===== src/rtl/hilo_muldiv_if.sv =====
// Request/result bundle between the EXE stage and the HI/LO multiply-divide unit.
interface hilo_muldiv_if #(
   parameter int W = 32
);
   logic         op_valid;
   logic [2:0]   op;
   logic [W-1:0] rs_val;
   logic [W-1:0] rt_val;
   logic         flush;
   logic         busy;
   logic         done;
   logic [W-1:0] hi_o;
   logic [W-1:0] lo_o;

   modport master (
      output op_valid, op, rs_val, rt_val, flush,
      input  busy, done, hi_o, lo_o
   );

   modport slave (
      input  op_valid, op, rs_val, rt_val, flush,
      output busy, done, hi_o, lo_o
   );
endinterface


===== src/rtl/hilo_muldiv.sv =====
// HI/LO owner for the EXE stage: MULT/MULTU on a fixed-latency pipe, DIV/DIVU on a
// radix-2 restoring divider, plus MTHI/MTLO.
//   state   | meaning
//   S_IDLE  | accepting ops; MTHI/MTLO complete here in one edge
//   S_MUL   | product held, latency down-counter running
//   S_DIV   | one quotient bit per edge, MSB first
//   S_FIXUP | sign correction and HI/LO write-back
module hilo_muldiv #(
   parameter int W       = 32,
   parameter int MUL_LAT = 1
) (
   input logic           clk,
   input logic           rstn,
   hilo_muldiv_if.slave  bus
);
   localparam int CW = $clog2(W + 1);

   localparam logic [2:0] OP_MULT  = 3'd1;
   localparam logic [2:0] OP_MULTU = 3'd2;
   localparam logic [2:0] OP_DIV   = 3'd3;
   localparam logic [2:0] OP_DIVU  = 3'd4;
   localparam logic [2:0] OP_MTHI  = 3'd5;
   localparam logic [2:0] OP_MTLO  = 3'd6;

   typedef enum logic [1:0] {S_IDLE, S_MUL, S_DIV, S_FIXUP} state_t;

   state_t         state_q, state_d;
   logic [W-1:0]   hi_q, hi_d, lo_q, lo_d;
   logic [W-1:0]   rem_q, rem_d, quo_q, quo_d, dvs_q, dvs_d;
   logic [2*W-1:0] prod_q, prod_d;
   logic [CW-1:0]  cnt_q, cnt_d;
   logic           qneg_q, qneg_d, rneg_q, rneg_d, done_q, done_d;

   logic           accept, is_signed;
   logic [2*W-1:0] mul_a, mul_b;
   logic [W-1:0]   rs_abs, rt_abs;
   logic [W:0]     shift, trial;

   always_comb begin
      state_d = state_q;
      hi_d    = hi_q;
      lo_d    = lo_q;
      rem_d   = rem_q;
      quo_d   = quo_q;
      dvs_d   = dvs_q;
      prod_d  = prod_q;
      cnt_d   = cnt_q;
      qneg_d  = qneg_q;
      rneg_d  = rneg_q;
      done_d  = 1'b0;

      accept    = (state_q == S_IDLE) && bus.op_valid && !bus.flush &&
                  (bus.op >= OP_MULT) && (bus.op <= OP_MTLO);
      is_signed = (bus.op == OP_MULT) || (bus.op == OP_DIV);
      mul_a     = {{W{is_signed & bus.rs_val[W-1]}}, bus.rs_val};
      mul_b     = {{W{is_signed & bus.rt_val[W-1]}}, bus.rt_val};
      rs_abs    = (is_signed && bus.rs_val[W-1]) ? -bus.rs_val : bus.rs_val;
      rt_abs    = (is_signed && bus.rt_val[W-1]) ? -bus.rt_val : bus.rt_val;

      // Partial remainder never reaches 2*divisor, so the top bit of the W+1-bit
      // difference is exactly the borrow.
      shift = {rem_q, quo_q[W-1]};
      trial = shift - {1'b0, dvs_q};

      case (state_q)
         S_IDLE: begin
            if (accept) begin
               case (bus.op)
                  OP_MTHI: begin
                     hi_d   = bus.rs_val;
                     done_d = 1'b1;
                  end
                  OP_MTLO: begin
                     lo_d   = bus.rs_val;
                     done_d = 1'b1;
                  end
                  OP_MULT, OP_MULTU: begin
                     prod_d  = mul_a * mul_b;
                     cnt_d   = CW'(MUL_LAT - 1);
                     state_d = S_MUL;
                  end
                  default: begin
                     if (bus.rt_val == '0) begin
                        // Divide by zero: FIXUP writes HI=rs, LO=all ones untouched.
                        rem_d   = bus.rs_val;
                        quo_d   = '1;
                        qneg_d  = 1'b0;
                        rneg_d  = 1'b0;
                        state_d = S_FIXUP;
                     end else begin
                        rem_d   = '0;
                        quo_d   = rs_abs;
                        dvs_d   = rt_abs;
                        qneg_d  = is_signed & (bus.rs_val[W-1] ^ bus.rt_val[W-1]);
                        rneg_d  = is_signed & bus.rs_val[W-1];
                        cnt_d   = CW'(W - 1);
                        state_d = S_DIV;
                     end
                  end
               endcase
            end
         end
         S_MUL: begin
            if (cnt_q == '0) begin
               {hi_d, lo_d} = prod_q;
               done_d       = 1'b1;
               state_d      = S_IDLE;
            end else begin
               cnt_d = cnt_q - CW'(1);
            end
         end
         S_DIV: begin
            quo_d = {quo_q[W-2:0], ~trial[W]};
            rem_d = trial[W] ? shift[W-1:0] : trial[W-1:0];
            if (cnt_q == '0) state_d = S_FIXUP;
            else             cnt_d   = cnt_q - CW'(1);
         end
         S_FIXUP: begin
            lo_d    = qneg_q ? -quo_q : quo_q;
            hi_d    = rneg_q ? -rem_q : rem_q;
            done_d  = 1'b1;
            state_d = S_IDLE;
         end
         default: state_d = S_IDLE;
      endcase

      // Flush beats any write on the same edge.
      if (bus.flush) begin
         state_d = S_IDLE;
         hi_d    = hi_q;
         lo_d    = lo_q;
         done_d  = 1'b0;
      end
   end

   always_ff @(posedge clk or negedge rstn) begin
      if (!rstn) begin
         state_q <= S_IDLE;
         hi_q    <= '0;
         lo_q    <= '0;
         rem_q   <= '0;
         quo_q   <= '0;
         dvs_q   <= '0;
         prod_q  <= '0;
         cnt_q   <= '0;
         qneg_q  <= 1'b0;
         rneg_q  <= 1'b0;
         done_q  <= 1'b0;
      end else begin
         state_q <= state_d;
         hi_q    <= hi_d;
         lo_q    <= lo_d;
         rem_q   <= rem_d;
         quo_q   <= quo_d;
         dvs_q   <= dvs_d;
         prod_q  <= prod_d;
         cnt_q   <= cnt_d;
         qneg_q  <= qneg_d;
         rneg_q  <= rneg_d;
         done_q  <= done_d;
      end
   end

   assign bus.busy = (state_q != S_IDLE);
   assign bus.done = done_q;
   assign bus.hi_o = hi_q;
   assign bus.lo_o = lo_q;
endmodule

===== src/flat_wrapper.sv =====
// flat-port wrapper written by rule: the top's interface ports become plain ports
module hilo_muldiv_flat 
#(
   parameter int W       = 32,
   parameter int MUL_LAT = 1
)
  (clk, rstn, bus_op_valid, bus_op, bus_rs_val, bus_rt_val, bus_flush, bus_busy, bus_done, bus_hi_o, bus_lo_o);
  hilo_muldiv_if #(.W(W)) bus_i ();
  input logic clk;
  input logic rstn;
  input wire logic [$bits(bus_i.op_valid)-1:0] bus_op_valid;
  input wire logic [$bits(bus_i.op)-1:0] bus_op;
  input wire logic [$bits(bus_i.rs_val)-1:0] bus_rs_val;
  input wire logic [$bits(bus_i.rt_val)-1:0] bus_rt_val;
  input wire logic [$bits(bus_i.flush)-1:0] bus_flush;
  output wire logic [$bits(bus_i.busy)-1:0] bus_busy;
  output wire logic [$bits(bus_i.done)-1:0] bus_done;
  output wire logic [$bits(bus_i.hi_o)-1:0] bus_hi_o;
  output wire logic [$bits(bus_i.lo_o)-1:0] bus_lo_o;
  assign bus_i.op_valid = bus_op_valid;
  assign bus_i.op = bus_op;
  assign bus_i.rs_val = bus_rs_val;
  assign bus_i.rt_val = bus_rt_val;
  assign bus_i.flush = bus_flush;
  assign bus_busy = bus_i.busy;
  assign bus_done = bus_i.done;
  assign bus_hi_o = bus_i.hi_o;
  assign bus_lo_o = bus_i.lo_o;
  hilo_muldiv #(.W(W), .MUL_LAT(MUL_LAT)) u_core (.clk(clk), .rstn(rstn), .bus(bus_i));
endmodule

===== config.mk =====
export PLATFORM = sky130hd
export DESIGN_NAME = hilo_muldiv_flat
export DESIGN_NICKNAME = d
export VERILOG_FILES = /design/src/rtl/hilo_muldiv_if.sv /design/src/rtl/hilo_muldiv.sv /design/src/flat_wrapper.sv
export SDC_FILE = /design/constraint.sdc
export NUM_CORES = 2
export LEC_CHECK = 0
export CORE_MARGIN = 5
export CORE_UTILIZATION = 40
export DETAILED_ROUTE_END_ITERATION = 10
export PLACE_DENSITY = 0.65
export SYNTH_ARGS = -nofsm -noshare
export SYNTH_HDL_FRONTEND = slang
export SYNTH_SLANG_ARGS = --single-unit

===== constraint.sdc =====
create_clock -name clk -period 5.5 [get_ports clk]
set_clock_uncertainty 0.1 [all_clocks]
set_input_delay 0.825 -clock clk [delete_from_list [all_inputs] [get_ports clk]]
set_output_delay 0.825 -clock clk [all_outputs]
set_load 0.02 [all_outputs]

==> flow_summary.yaml <==
timing:
  setup_slack_ns: -2.81
  fmax_ghz: 0.120
  hold_violations: 0
  worstMarginPinSlew_ns: 1.26
  finalSetupViolCount: 54
  slew_violations: 0
  period_needed_ns: 8.31
  rsz0062_at_grt: "true"
  period_share: 1.51
  max_slew_margin: 0.162
synthesis:
  synth_warnings: 0
  ys_seq_elements: 235
  ys_async_sr_fraction: 1.00
  synth_area_mm2: 0.0530
  netlist_instances: 6058
  synth_nets: 7513
  avgSynthCellArea_um2: 8.74
  synth_cell_types: 86
  synth_flop_cell: "dfrtp_1"
  ys_seq_area_frac: 0.111
  synth_edf_count: 0
route:
  first_iter_violations: 3429
  drc: 0
  drt_pre_antenna_iters: 6
  ant_nets: 0
  vias: 43963
  wl_um: 178000
  wl_per_cell_um: 21.5
  viasPerCell: 5.31
critical_path:
  start_kind: "input port"
  critPathKind: "in -> reg"
  critPathArrivalTime_ns: 8.62
  r2r-end: "u_core.rem_q[23]"
  worst_path_largest_cell_delay_ns: 0.62
  cpMaxStageDelayCell: "fa_2"
  crit_path_end_kind: "flop"
  ff2ff_path_depth: 10
  setup.worst_path.start: "bus_op[1]"
  worst-path-max-fanout: 6
  rr_startpoint: "u_core.rem_q[16]"
  crit_end: "u_core.prod_q[59]"
  worstPathRequired_ns: 5.81
  ff2ff_setup_slack_ns: 1.32
  cp_common_cell: "fa_1"
place:
  routabilityCongestion: 0.929
  placed_cell_area_mm2: 0.0605
  dp_hpwl_um: 143000
  port_buffers: 136
  place_inst: 8132
clock_tree:
  cts.clk_slew.worst_paths_ns: 0.07
  tritoncts: "yes"
  cts_htree_levels: 1
  cts_buffers: 23
  clk_latency_ns: 0.54
  clock_path_buffers: 3
  cts-root-buf: "clkbuf_16"
  clock_sinks: 235
die:
  initial_utilization: 0.403
  io_pins: 137
  rows: 133
  die-area_mm2: 0.140
  core_area_mm2: 0.131
  die_width_um: 374
  die_h_um: 374
grt:
  grt_pass1_wl_um: 280000
  grt_busiest_layer: "met2"
  track_usage: 0.255
  antenna_found_initial: 13
  gr-usage-met3: 0.0565
  grt_start_max_net_pins: 117
  use_met1: 0.353
  first_global_vias: 47030
  grt_use_met2: 0.396
  grt_overflow_total: 0
layout:
  final_cell_mix: "inv_1, fa_1, nand2_1, buf_4, and2_1"
  fin_cells: 8285
  drive_gt1_frac: 0.169
  mostFrequentLayoutCell: "inv_1"
  design_area_mm2: 0.0639
  synthToLayoutAreaGrowth_pct: 20.5
  final_nets: 7961
run_status:
  violations: "negative setup slack"
  status: "finished with violations"
run:
  cap_violations: 0
hold_path:
  hp-class: "in -> async"
per-layer routing:
metal | up-vias | routed length (µm)
met5 | - | 58
met2 | 1840 | 79200
met1 | 22460 | 74700
met3 | 326 | 16800
li1 | 19327 | -
met4 | 10 | 7250
worst min path at each step:
stage / slack, ns / endpoint / cells after the start
after global routing: 0.36 / u_core.bus.lo_o[17] / 1
after detailed placement: 0.36 / u_core.prod_q[11] / 2
after global placement: 0.36 / u_core.prod_q[5] / 2
after CTS: 0.28 / u_core.bus.lo_o[14] / 1
final: 0.26 / u_core.bus.lo_o[15] / 1
after floorplan: 0.34 / u_core.prod_q[55] / 2
synth_stat cells (36+ instances only):
library cell | number | area (µm²)
inv_1 | 1204 | 4520
fa_1 | 1126 | 22500
nand2_1 | 1085 | 4070
clkbuf_1 | 300 | 1130
and2_1 | 295 | 1850
ha_1 | 258 | 3230
dfrtp_1 | 235 | 5880
o21ai_0 | 234 | 1170
a21oi_1 | 207 | 1040
nor2_1 | 172 | 646
xnor2_1 | 143 | 1250
buf_1 | 74 | 278
xor2_1 | 67 | 587
nand3_1 | 54 | 270
a21o_1 | 52 | 390
nor3_1 | 42 | 210
o31ai_1 | 37 | 278
a31oi_1 | 36 | 225
final cells by class:
class                           instances  area (µm²)
Fill cell                           12262       67600
Multi-Input combinational cell       4230       42700
Timing Repair Buffer                  812        7740
Sequential cell                       235        5880
Inverter                             1204        4550
Tap cell                             1755        2200
Clock buffer                           30         652
Clock inverter                         10        86.3
Antenna cell                            9        22.5
repair_timing:
item                       CTS  global route
cloned                       9             1
hold endpoints to repair     0             0
setup endpoints to repair   56            55
gates resized for setup    400            84
hold buffers                 0             0
buffers inserted            85            13
pin swaps                  199            77
per-stage QoR:
stage / setup slack [ns] / TNS [ns] / util / hold slack, ns
5_1_grt: -3.09 / -113.07 / 0.486 / 0.358
3_3_place_gp: -3.85 / -153.86 / 0.460 / 0.359
6_report: -2.81 / -101.69 / 0.486 / 0.263
3_5_place_dp: -3.91 / -156.53 / 0.460 / 0.364
2_1_floorplan: -3.08 / -100.36 / - / 0.339
4_1_cts: -2.78 / -99.58 / 0.482 / 0.284
logic make-up (layout without fill, tap and decap cells):
family,count (synthesis),in the layout,share of synthesized area
buf+inv,1593,2056,0.113
mux,11,11,0.00236
compound gates,805,805,0.0960
flops,235,235,0.111
xor+xnor,210,210,0.0347
other cells,0,9,0
simple gates,1820,1820,0.156
fa+ha+maj,1384,1384,0.487
critical path: cells and delay by family:
family / cells / cell delay (ns)
AOI/OAI and AO/OA: 7 / 1.16
adders and majority gates: 10 / 4.43
buffers and inverters: 12 / 1.18
and+or+nand+nor: 6 / 1.00
state kept, by name (all words and copies together), names as in the netlist, 2 cells and up:
register,flops
u_core.bus.hi_o,32
u_core.bus.lo_o,32
u_core.cnt_q,6
u_core.dvs_q,32
u_core.prod_q,64
u_core.quo_q,32
u_core.rem_q,32
u_core.state_q,2
Power is left out: the tool's default activity adds up to more than one toggle a clock period on the data nets, which glitch-free logic cannot reach.
